--- src/rtl/mips_defs_pkg.sv ---
// mips_defs: shared types and constants for the execute-stage HILO producers
package mips_defs;
  localparam int WIDTH = 32;
  localparam logic [WIDTH-1:0] ZERO_RESULT = '0;
  typedef enum logic [1:0] {IDLE, ZERO, BUSY, DONE} div_state_e;
endpackage

--- src/rtl/hilo_div_unit_step.sv ---
// div_iter_step: one radix-2 restoring division iteration (shift, trial subtract, restore)
module div_iter_step #(
  parameter int W = 32
) (
  input  logic [W-1:0] rem_i,
  input  logic [W-1:0] quo_i,
  input  logic [W-1:0] dmag_i,
  output logic [W-1:0] rem_o,
  output logic [W-1:0] quo_o
);
  logic [W:0] shifted, trial;
  logic       fits;
  // rem < dmag on entry, so the shifted value is < 2*dmag and W+1 bits hold the trial exactly
  assign shifted = {rem_i, quo_i[W-1]};
  assign trial   = shifted - {1'b0, dmag_i};
  assign fits    = !trial[W];
  assign rem_o   = fits ? trial[W-1:0] : shifted[W-1:0];
  assign quo_o   = {quo_i[W-2:0], fits};
endmodule

--- src/rtl/hilo_div_unit.sv ---
// hilo_div_unit: multi-cycle DIV/DIVU, quotient on LO and remainder on HI,
// stalling the pipeline for WIDTH iterations and then raising hilo_we.
module hilo_div_unit #(
  parameter int WIDTH = mips_defs::WIDTH,
  parameter int CNT_W = 6
) (
  input  logic             clk,
  input  logic             rst,
  input  logic             start,
  input  logic             signed_op,
  input  logic [WIDTH-1:0] dividend,
  input  logic [WIDTH-1:0] divisor,
  input  logic             annul,
  output logic             stall_req,
  output logic             hilo_we,
  output logic [WIDTH-1:0] hi_out,
  output logic [WIDTH-1:0] lo_out
);
  import mips_defs::*;
  div_state_e       state_q, state_d;
  logic [CNT_W-1:0] cnt_q, cnt_d;
  logic [WIDTH-1:0] rem_q, rem_d, quo_q, quo_d, dmag_q, dmag_d;
  logic [WIDTH-1:0] hi_q, hi_d, lo_q, lo_d, rem_n, quo_n;
  logic             q_neg_q, q_neg_d, r_neg_q, r_neg_d, accept;
  div_iter_step #(.W(WIDTH)) u_step (
    .rem_i (rem_q),
    .quo_i (quo_q),
    .dmag_i(dmag_q),
    .rem_o (rem_n),
    .quo_o (quo_n)
  );
  assign accept    = state_q == IDLE && start && !annul;
  assign stall_req = accept || state_q == BUSY;
  assign hilo_we   = state_q == DONE || state_q == ZERO;
  assign hi_out    = hi_q;
  assign lo_out    = lo_q;
  always_comb begin
    state_d = state_q;
    cnt_d   = cnt_q;
    rem_d   = rem_q;
    quo_d   = quo_q;
    dmag_d  = dmag_q;
    q_neg_d = q_neg_q;
    r_neg_d = r_neg_q;
    hi_d    = hi_q;
    lo_d    = lo_q;
    case (state_q)
      IDLE: if (accept) begin
        if (divisor == '0) begin
          state_d = ZERO;
          hi_d    = ZERO_RESULT;
          lo_d    = ZERO_RESULT;
        end else begin
          state_d = BUSY;
          quo_d   = signed_op && dividend[WIDTH-1] ? -dividend : dividend;
          dmag_d  = signed_op && divisor[WIDTH-1] ? -divisor : divisor;
          q_neg_d = signed_op && (dividend[WIDTH-1] ^ divisor[WIDTH-1]);
          r_neg_d = signed_op && dividend[WIDTH-1];
          rem_d   = '0;
          cnt_d   = '0;
        end
      end
      BUSY: if (annul) state_d = IDLE;
      else begin
        rem_d = rem_n;
        quo_d = quo_n;
        cnt_d = cnt_q + CNT_W'(1);
        if (cnt_q == CNT_W'(WIDTH - 1)) begin
          state_d = DONE;
          lo_d    = q_neg_q ? -quo_n : quo_n;
          hi_d    = r_neg_q ? -rem_n : rem_n;
        end
      end
      default: if (annul || !start) state_d = IDLE;
    endcase
  end
  always_ff @(posedge clk) begin
    if (rst) begin
      state_q <= IDLE;
      cnt_q   <= '0;
      rem_q   <= '0;
      quo_q   <= '0;
      dmag_q  <= '0;
      q_neg_q <= 1'b0;
      r_neg_q <= 1'b0;
      hi_q    <= '0;
      lo_q    <= '0;
    end else begin
      state_q <= state_d;
      cnt_q   <= cnt_d;
      rem_q   <= rem_d;
      quo_q   <= quo_d;
      dmag_q  <= dmag_d;
      q_neg_q <= q_neg_d;
      r_neg_q <= r_neg_d;
      hi_q    <= hi_d;
      lo_q    <= lo_d;
    end
  end
endmodule

--- config.mk ---
export PLATFORM = sky130hd
export DESIGN_NAME = hilo_div_unit
export DESIGN_NICKNAME = d
export VERILOG_FILES = /design/src/rtl/mips_defs_pkg.sv /design/src/rtl/hilo_div_unit_step.sv /design/src/rtl/hilo_div_unit.sv
export SDC_FILE = /design/constraint.sdc
export NUM_CORES = 1
export LEC_CHECK = 0
export ABC_CLOCK_PERIOD_IN_PS = 13900
export BUFFER_PORTS_ARGS = -buffer_cell sky130_fd_sc_hd__buf_2
export CAP_MARGIN = 5
export CELL_PAD_IN_SITES_DETAIL_PLACEMENT = 0
export CELL_PAD_IN_SITES_GLOBAL_PLACEMENT = 2
export CORE_MARGIN = 4
export CORE_UTILIZATION = 25
export DETAILED_ROUTE_END_ITERATION = 6
export GPL_ROUTABILITY_DRIVEN = 0
export PLACE_DENSITY_LB_ADDON = 0.1
export SYNTH_ARGS = -nofsm -noshare
export SYNTH_HDL_FRONTEND = slang
export SYNTH_SLANG_ARGS = --single-unit
export TNS_END_PERCENT = 5
--- constraint.sdc ---
create_clock -name clk -period 13.9 [get_ports clk]
set_clock_uncertainty 0.1 [all_clocks]
set_input_delay 2.78 -clock clk [delete_from_list [all_inputs] [get_ports clk]]
set_output_delay 2.78 -clock clk [all_outputs]
set_load 0.02 [all_outputs]
# Word-level counts from Yosys, hierarchy flattened
# Cells that the tools add are included.
[totals] register_bits=170 latch_bits=0 ramBits=0 romBits=0 inputBits=69 out_inout_bits=66 memories=0
[op_classes] add_sub_neg=6 multipliers=0 div_mod_pow=0 magnitude_cmp=0 n_eq_ne=10 shifts=0 muxes=31 bitwise_logic=2 n_reduce_logical=19
[op_table] operator="32-bit 2-to-1 mux" n=17
[op_table] operator="32-bit one-hot mux with 2 select lines" n=4
[op_table] operator="32-bit negator" n=4
[op_table] operator="33-bit by 32-bit subtractor with 33-bit output" n=1
[op_table] operator="32-bit zero test" n=1
[op_table] operator="6-bit 2-to-1 mux" n=3
[op_table] operator="6-bit one-hot mux with 2 select lines" n=1
[op_table] operator="2-bit 2-to-1 mux" n=5
[op_table] operator="6-bit by 1-bit adder with 6-bit output (second input constant)" n=1
[op_table] operator="6-bit by 5-bit equality test with 1-bit output (second input constant)" n=1
[op_table] operator="2-bit inequality test (second input constant)" n=3
[op_table] operator="3-bit AND reduction" n=2
[op_table] operator="1-bit logical AND" n=5
[op_table] operator="5-bit AND reduction" n=1
[op_table] operator="2-bit equality test (second input constant)" n=2
[op_table] operator="2-bit by 1-bit inequality test with 1-bit output (second input constant)" n=2
[op_table] operator="2-bit one-hot mux with 2 select lines" n=1
[op_table] operator="4-bit AND reduction" n=1
[op_table] operator="1-bit zero test" n=3
[op_table] operator="1-bit logical OR" n=3
[op_table] operator="3-bit by 2-bit inequality test with 1-bit output (second input constant)" n=1
[op_table] operator="3-bit nonzero test" n=1
[op_table] operator="2-bit by 1-bit equality test with 1-bit output (second input constant)" n=1
[op_table] operator="2-bit zero test" n=1
[op_table] operator="3 further kinds" n=3

# Depth between registers and ports, before layout
# Gate-level depths: netlist of run 1.
[logic_depth] word_depth=7 depth_mapped=26 depth_no_buf=22

# Cells and area by module
# A second synthesis of run 1 with hierarchy kept.
[hier_totals] hier_cells=1449 hier_area_um2=11541.1
[by_module_without_submodules] mod="hilo_div_unit" instances=1 cells_each=1106 area_per_inst_um2=9044.9
[by_module_without_submodules] mod="div_iter_step" instances=1 cells_each=343 area_per_inst_um2=2496.1

# Worst setup path after synthesis of run 1
# OpenSTA, ideal clock, no wires.
[synth_path] path_kind="input -> output" start="input port annul" end="output port stall_req" arrival_time_ns=3.358 t_required_ns=11.020 setup_slack_ns=7.662 stages=4 path_buffers=1 path_cell_list="clkbuf_1 -> inv_1 -> a21oi_1 -> nor2_1"
[synth_via] elab_chain_len=3
[synth_lines] item="start: declaration" line_no="hilo_div_unit.sv:13" source="input logic annul,"
[synth_lines] item="1-bit zero test" line_no="hilo_div_unit.sv:32" source="assign accept = state_q == IDLE && start && !annul;"
[synth_lines] item="1-bit logical AND" line_no="hilo_div_unit.sv:32"
[synth_lines] item="1-bit logical OR" line_no="hilo_div_unit.sv:33" source="assign stall_req = accept || state_q == BUSY;"
[synth_lines] item="end: declaration" line_no="hilo_div_unit.sv:14" source="output logic stall_req,"
# Every way passes these cells.

# Final worst setup path of run 1
# Same ends and word-level chain as after synthesis.

==> results of run 1 <==
## area by class of cell
class	instances	area, µm²	area share [%]
clock buffers	18	429.2	3.251
clock inverters	14	181.4	1.374
flip-flops and latches	170	3403	25.78
inverters	53	198.9	1.507
repair buffers	150	793.3	6.008
well taps	592	740.7	5.610
multi-input cells	1167	7456	56.47
## how the worst max path moves through the flow
| stage | startpoint | slack, ps | cells past startpoint | to |
|---|---|---|---|---|
| 3_5_place_dp | divisor[0] | 7380 | 14 | lo_out[25]$_SDFFE_PP0P_ |
| 3_3_place_gp | divisor[0] | 7430 | 14 | hi_out[19]$_SDFFE_PP0P_ |
| 2_1_floorplan | annul | 7660 | 4 | stall_req |
| 4_1_cts | annul | 7630 | 5 | stall_req |
| 6_report | annul | 7630 | 5 | stall_req |
| 5_1_grt | dmag_q[25]$_SDFFE_PP0P_ | 7430 | 20 | hi_out[28]$_SDFFE_PP0P_ |
## worst max-delay path: cells and delay by family
kind                   cells  cell delay (ps)
buffers and inverters      3              430
AND/OR/NAND/NOR            1               50
AO/OA/AOI/OAI              1              120
## sequential cells by signal, indices dropped and copies added (netlist names)
register  count
dmag_q       32
lo_out       32
hi_out       32
q_neg_q       1
rem_q        32
quo_q        32
r_neg_q       1
cnt_q         6
state_q       2
## logic make-up (layout without fill, tap and decap cells)
family | count (synthesis) | after routing | synth area share [%]
AO/OA/AOI/OAI | 440 | 440 | 26.65
XOR/XNOR | 141 | 141 | 10.83
adder cells (fa/ha/maj) | 38 | 38 | 4.236
buffers and inverters | 148 | 235 | 4.949
flip-flops | 170 | 170 | 29.85
multiplexers | 24 | 24 | 2.162
AND/OR/NAND/NOR | 524 | 524 | 21.32
## through the flow
step	setup WS (ps)	power (mW)	area, µm²	hold slack (ps)	cells
3_3_place_gp	7428	0.8296	12590	341.6	2132
3_5_place_dp	7384	0.8282	12590	347.5	2132
6_report	7630	1.328	13200	354.8	2164
2_1_floorplan	7662	0.7211	11400	331.9	1485
5_1_grt	7434	1.393	13200	387.1	2164
4_1_cts	7631	1.346	13200	359.0	2164
## synthesized netlist by cell type (all sizes together) (5+ instances only)
cell type	instances	share of area [%]
nand2b	14	0.77
nor3	41	1.8
buf	17	0.64
o41ai	12	0.92
a211oi	37	2.5
o211ai	12	0.83
nor2	206	6.8
a22oi	41	2.7
xnor2	74	5.7
nor2b	7	0.38
a222oi	19	1.7
a22o	31	2.4
nand3	22	0.97
dfxtp	170	30
or3	21	1.2
clkbuf	78	2.6
o21ai	74	3.2
nand4	14	0.77
o31ai	34	2.4
ha	37	4.1
mux2	5	0.49
or2	10	0.55
xor2	67	5.1
and2	11	0.60
nand2	125	4.1
and4	5	0.38
a21oi	112	4.9
a31oi	7	0.38
nor4	21	1.2
mux2i	19	1.7
o21a	7	0.46
inv	53	1.7
or4	12	0.79
a21o	8	0.53
## power breakdown
group	internal, mW	switching [mW]	total [mW]
clock	0.287	0.225	0.512
sequential	0.500	0.0159	0.516
combinational	0.101	0.200	0.300
## metal layers
layer  track usage (%)  vias up  share of wire (%)
met5                 0        -                  0
met4             4.522        0                1.5
met3             2.648       28                3.6
met2             26.79      206                 43
met1             26.76     5270                 52
li1                  -     5565                  -
==> flow_metrics.py, run 1 <==
metrics = {
    "min_path": {
        "holdCritStartpoint": "dmag_q[30]$_SDFFE_PP0P_",
        "whs_path_depth": 2,
        "holdPathEnd": "dmag_q[30]$_SDFFE_PP0P_",
        "min_path_type": "reg2reg",
    },
    "yosys": {
        "avgSynthCellArea_um2": 7.678,
        "syn-cell-area_um2": 11400,
        "synth_fp_nets": 1592,
        "synth-seq-cells": 170,
        "synth_warnings": 0,
        "yosysSeqAreaShare_pct": 29.85,
        "ys.flop_type": "dfxtp_1",
        "synth.distinct_cells": 80,
        "syn_inst": 1485,
        "synth-edff-count": 0,
        "async_flop_share_pct": 0,
    },
    "drt": {
        "ant_nets": 0,
        "routed_wl_um": 45180,
        "drc": 6,
        "firstDrtPassIters": 7,
        "routedWlPerCell_um": 20.88,
        "vias": 11070,
        "vias_per_cell": 5.115,
        "dr.first_iter.drc_count": 827,
    },
    "finish": {
        "post-route-util_pct": 29.60,
        "final_common_cell": "nor2_1",
        "drive_gt1_share_pct": 13.17,
        "syn_to_final_growth_pct": 15.79,
        "layout_common_cells": "204 x nor2_1, 170 x dfxtp_1, 133 x buf_2",
        "nFillCells": 4901,
        "nNetsFinal": 1666,
        "n_antenna_cell": 0,
    },
    "floorplanning": {
        "die_area_um2": 49090,
        "rows": 77,
        "die_w_um": 221.6,
        "start_util_pct": 25.56,
        "ioPinCount": 135,
        "fp.dieH_um": 221.6,
        "core_um2": 44610,
    },
    "setup_path": {
        "crit_type": "in2out",
        "reg2reg_depth": 20,
        "crit_slowest_cell": "buf_2",
        "arrival_ps": 3390,
        "endpoint_kind": "output pin",
        "crit_path_frequent_cell": "buf_2",
        "reg2reg_to": "hi_out[28]$_SDFFE_PP0P_",
        "rrSetupSlack_ps": 7850,
        "start_kind": "input pin",
        "max_stage_delay_ps": 180,
        "rr_startpoint": "dmag_q[25]$_SDFFE_PP0P_",
        "critPathMaxFanout": 9,
        "crit_chain": "buf_2, inv_1, a21oi_1, nor2_1, buf_2",
        "crit_required_ps": 11020,
    },
    "cts": {
        "clk-insertion-delay-late_ps": 460,
        "cts_sinks": 170,
        "post_cts_resized": 0,
        "cts_buffers": 17,
        "ctsHtreeMaxLevel": 4,
        "cts_setup_buffers": 0,
        "cts_hold_buf": 0,
        "cts-root-buf": "clkbuf_16",
        "clkTransAtPathRegs_ps": 80,
        "ctsLongestPathBuffers": 2,
        "cts_tree": "built",
    },
    "place": {
        "dp_hpwl_um": 35050,
        "port_buffers": 134,
    },
    "sta": {
        "period_needed_ps": 6270,
        "rsz0062_at_grt": "no",
        "setup_viol": 0,
        "finalSetupTns_ps": 0,
        "slew_viol_final": 0,
        "max_freq_mhz": 159.5,
        "fin_crit_sh_pct": 45.11,
        "worst_pin_slew_ps": 1173,
        "hold_viol_final": 0,
        "slew_headroom_pct": 21.46,
    },
    "global_route": {
        "grt_max_degree": 72,
        "grt_pass1_wl_um": 68760,
        "first_global_vias": 10830,
        "antenna_found_initial": 0,
        "grt_use_total_pct": 17.86,
        "grt-ovfl-total": 0,
    },
    "job": {
        "cap_violations": 0,
    },
    "run_status": {
        "status": "finished with violations",
        "violations": "DRC",
    },
    "power": {
        "peakVddDrop_v": 0.00006612,
        "power.leakage_nw": 5.172,
        "p_per_area_nw_per_um2": 100.6,
    },
}
(Power assumes the default switching activity.)
==> run 2: changes to the inputs <==
--- a/config.mk
+++ b/config.mk
@@ -5,7 +5,8 @@
 export SDC_FILE = /design/constraint.sdc
 export NUM_CORES = 1
 export LEC_CHECK = 0
-export ABC_CLOCK_PERIOD_IN_PS = 13900
+export ABC_AREA = 1
+export ABC_CLOCK_PERIOD_IN_PS = 6000
 export BUFFER_PORTS_ARGS = -buffer_cell sky130_fd_sc_hd__buf_2
 export CAP_MARGIN = 5
 export CELL_PAD_IN_SITES_DETAIL_PLACEMENT = 0
==> constraint.sdc (replaced) <==
create_clock -name clk -period 6 [get_ports clk]
set_clock_uncertainty 0.1 [all_clocks]
set_input_delay 1.2 -clock clk [delete_from_list [all_inputs] [get_ports clk]]
set_output_delay 1.2 -clock clk [all_outputs]
set_load 0.02 [all_outputs]
==> flow_metrics.py, run 2 <==
metrics = {
    "run_status": {
        "status": "completed",
    },
    "cts": {
        "cts_buffers": 17,
        "cts_tree": "built",
        "cts_hold_buf": 0,
        "cts-root-buf": "clkbuf_16",
        "clk-insertion-delay-late_ps": 480,
        "cts_sinks": 170,
        "clkTransAtPathRegs_ps": 70,
        "ctsHtreeMaxLevel": 4,
        "cts_setup_buffers": 0,
        "post_cts_resized": 0,
        "ctsLongestPathBuffers": 2,
    },
    "global_route": {
        "grt_max_degree": 67,
        "grt_use_total_pct": 18.38,
        "first_global_vias": 12730,
        "antenna_found_initial": 0,
        "grt-ovfl-total": 0,
        "grt_pass1_wl_um": 75430,
    },
    "floorplanning": {
        "start_util_pct": 25.39,
        "core_um2": 49150,
        "rows": 81,
        "die_w_um": 231.4,
        "die_area_um2": 53550,
        "fp.dieH_um": 231.4,
        "ioPinCount": 135,
    },
    "finish": {
        "syn_to_final_growth_pct": 15.37,
        "nFillCells": 5629,
        "nNetsFinal": 2254,
        "layout_common_cells": "617 x nand2_1, 254 x inv_1, 190 x a21oi_1",
        "drive_gt1_share_pct": 11.44,
        "final_common_cell": "nand2_1",
        "multi_input_area_um2": 7751,
        "seq_area_um2": 3403,
        "final_cells": 2824,
    },
    "yosys": {
        "ys.flop_type": "dfxtp_1",
        "syn_inst": 2056,
        "synth.area.top_cells": "dfxtp_1 27%, nand2_1 19%, inv_1 7.6%",
        "yosysMostFrequentCell": "nand2_1",
        "avgSynthCellArea_um2": 6.069,
        "syn-cell-area_um2": 12480,
        "synth.distinct_cells": 52,
        "synth_warnings": 0,
        "synth-edff-count": 0,
        "synth-seq-cells": 170,
        "yosysSeqAreaShare_pct": 27.27,
        "synth_commonest_cells": "619 x nand2_1, 254 x inv_1, 190 x a21oi_1",
        "synth_fp_nets": 2163,
        "yosysTopAreaCell": "dfxtp_1",
        "synthDominantCellAreaShare_pct": 27.27,
        "async_flop_share_pct": 0,
    },
    "setup_path": {
        "start_kind": "register",
        "critPathMaxFanout": 34,
        "crit_type": "reg2reg",
        "arrival_ps": 4950,
        "endpoint_kind": "register",
        "crit_required_ps": 6230,
    },
    "sta": {
        "slew_viol_final": 0,
        "setup_viol": 0,
        "slew_headroom_pct": 40.50,
        "rsz0062_at_grt": "no",
        "whs_ps": 363.4,
        "hold_viol_final": 0,
        "fin_crit_sh_pct": 78.60,
        "max_freq_mhz": 212.0,
        "finalSetupTns_ps": 0,
        "worst_pin_slew_ps": 884.3,
        "period_needed_ps": 4716,
    },
    "drt": {
        "firstDrtPassIters": 5,
        "met3_length_um": 1299,
        "routed_wl_um": 49420,
        "vias_per_cell": 4.598,
        "vias": 12990,
        "dr.first_iter.drc_count": 724,
        "ant_nets": 0,
        "top_layer_used": "met4",
        "routed-wl-met2_um": 23780,
        "drc": 0,
        "routedWlPerCell_um": 17.50,
        "route.layer.met1.wl_um": 23790,
    },
    "place": {
        "place_inst": 2792,
        "dp_hpwl_um": 39480,
        "port_buffers": 134,
    },
    "power": {
        "peakVddDrop_v": 0.0002617,
        "power.leakage_nw": 7.105,
        "p_per_area_nw_per_um2": 333.5,
    },
    "min_path": {
        "min_path_type": "reg2reg",
    },
    "job": {
        "cap_violations": 0,
    },
}
## run 2: cell count changes after synthesis, moves of 31 or more
cell     change
a21oi_1     +78
a22o_1      -31
inv_1      +202
nand2_1    +494
nand3_1    +131
nor2_1      -41
o21ai_0     +36
xnor2_1     -46
## run 2: stage by stage
| stage | utilization [%] | setup slack (ps) | instance area [µm²] | power [mW] |
|---|---|---|---|---|
| CTS | 29.28 | 1203 | 14390 | 4.885 |
| detailed placement | 27.98 | 1047 | 13750 | 3.609 |
| finish | 29.29 | 1284 | 14400 | 4.801 |
| global placement | 27.98 | 1198 | 13750 | 3.626 |
| floorplan | - | 2217 | 12480 | 2.931 |
| global route | 29.28 | 780.1 | 14390 | 5.208 |
## run 2: worst max-delay path, stage by stage (launching register included)
cell,delay [ps]
dfxtp_1,380
ha_1,170
inv_1,90
fa_1,410
nand2_1,80
nand2_1,80
nand3_1,100
nand2_1,110
nand2_1,100
nand2_2,90
nand2_4,100
nand3_2,170
nand2_4,400
ha_1,270
nand3_1,130
nor2_1,150
nand3_1,110
nor3_1,210
nand2_1,130
nor2_1,150
nand3_1,120
nand2_1,90
o21ai_0,130
nor2_1,260
o21ai_0,150
xor2_1,170
nand2_1,70
a21oi_1,50
## run 2: worst paths after layout
path                                               from                      end  slack (ps)  cells past startpoint
worst min register to register  hi_out[30]$_SDFFE_PP0P_  hi_out[30]$_SDFFE_PP0P_         360                      2
worst min-delay path            hi_out[30]$_SDFFE_PP0P_  hi_out[30]$_SDFFE_PP0P_         360                      2
worst max-delay path             dmag_q[0]$_SDFFE_PP0P_  lo_out[30]$_SDFFE_PP0P_        1280                     27
worst max register to register   dmag_q[0]$_SDFFE_PP0P_  lo_out[30]$_SDFFE_PP0P_        1280                     27
## run 2: layer usage
| metal | vias up | track usage (%) |
|---|---|---|
| li1 | 6850 | - |
| met2 | 163 | 31.56 |
| met4 | 0 | 3.608 |
| met1 | 5941 | 24.55 |
| met5 | - | 0 |
| met3 | 31 | 2.827 |
## run 2: power breakdown
part,switching (mW),internal (mW)
clock,0.525,0.721
combinational,1.61,0.669
sequential,0.0773,1.20
total,2.21,2.59
## run 2: area by class of cell
type                    count  area share, %
well taps                 664          5.771
clock buffers              19          3.146
flip-flops and latches    170          23.64
clock inverters            12          1.295
multi-input cells        1546          53.84
repair buffers            148          5.406
inverters                 264          6.883
diodes                      1        0.01738
## run 2: kinds of logic (layout without fill, tap and decap cells)
kind of cell / count (synthesis) / count (layout) / share of synthesized area (%)
AOI/OAI and AO/OA: 368 / 368 / 16.31
xor gates and xnor gates: 68 / 68 / 4.773
adders and majority gates: 38 / 38 / 3.870
buffers and inverters: 340 / 443 / 10.77
DFF: 170 / 170 / 27.27
other: 0 / 1 / 0
and+or+nand+nor: 1072 / 1072 / 37.00
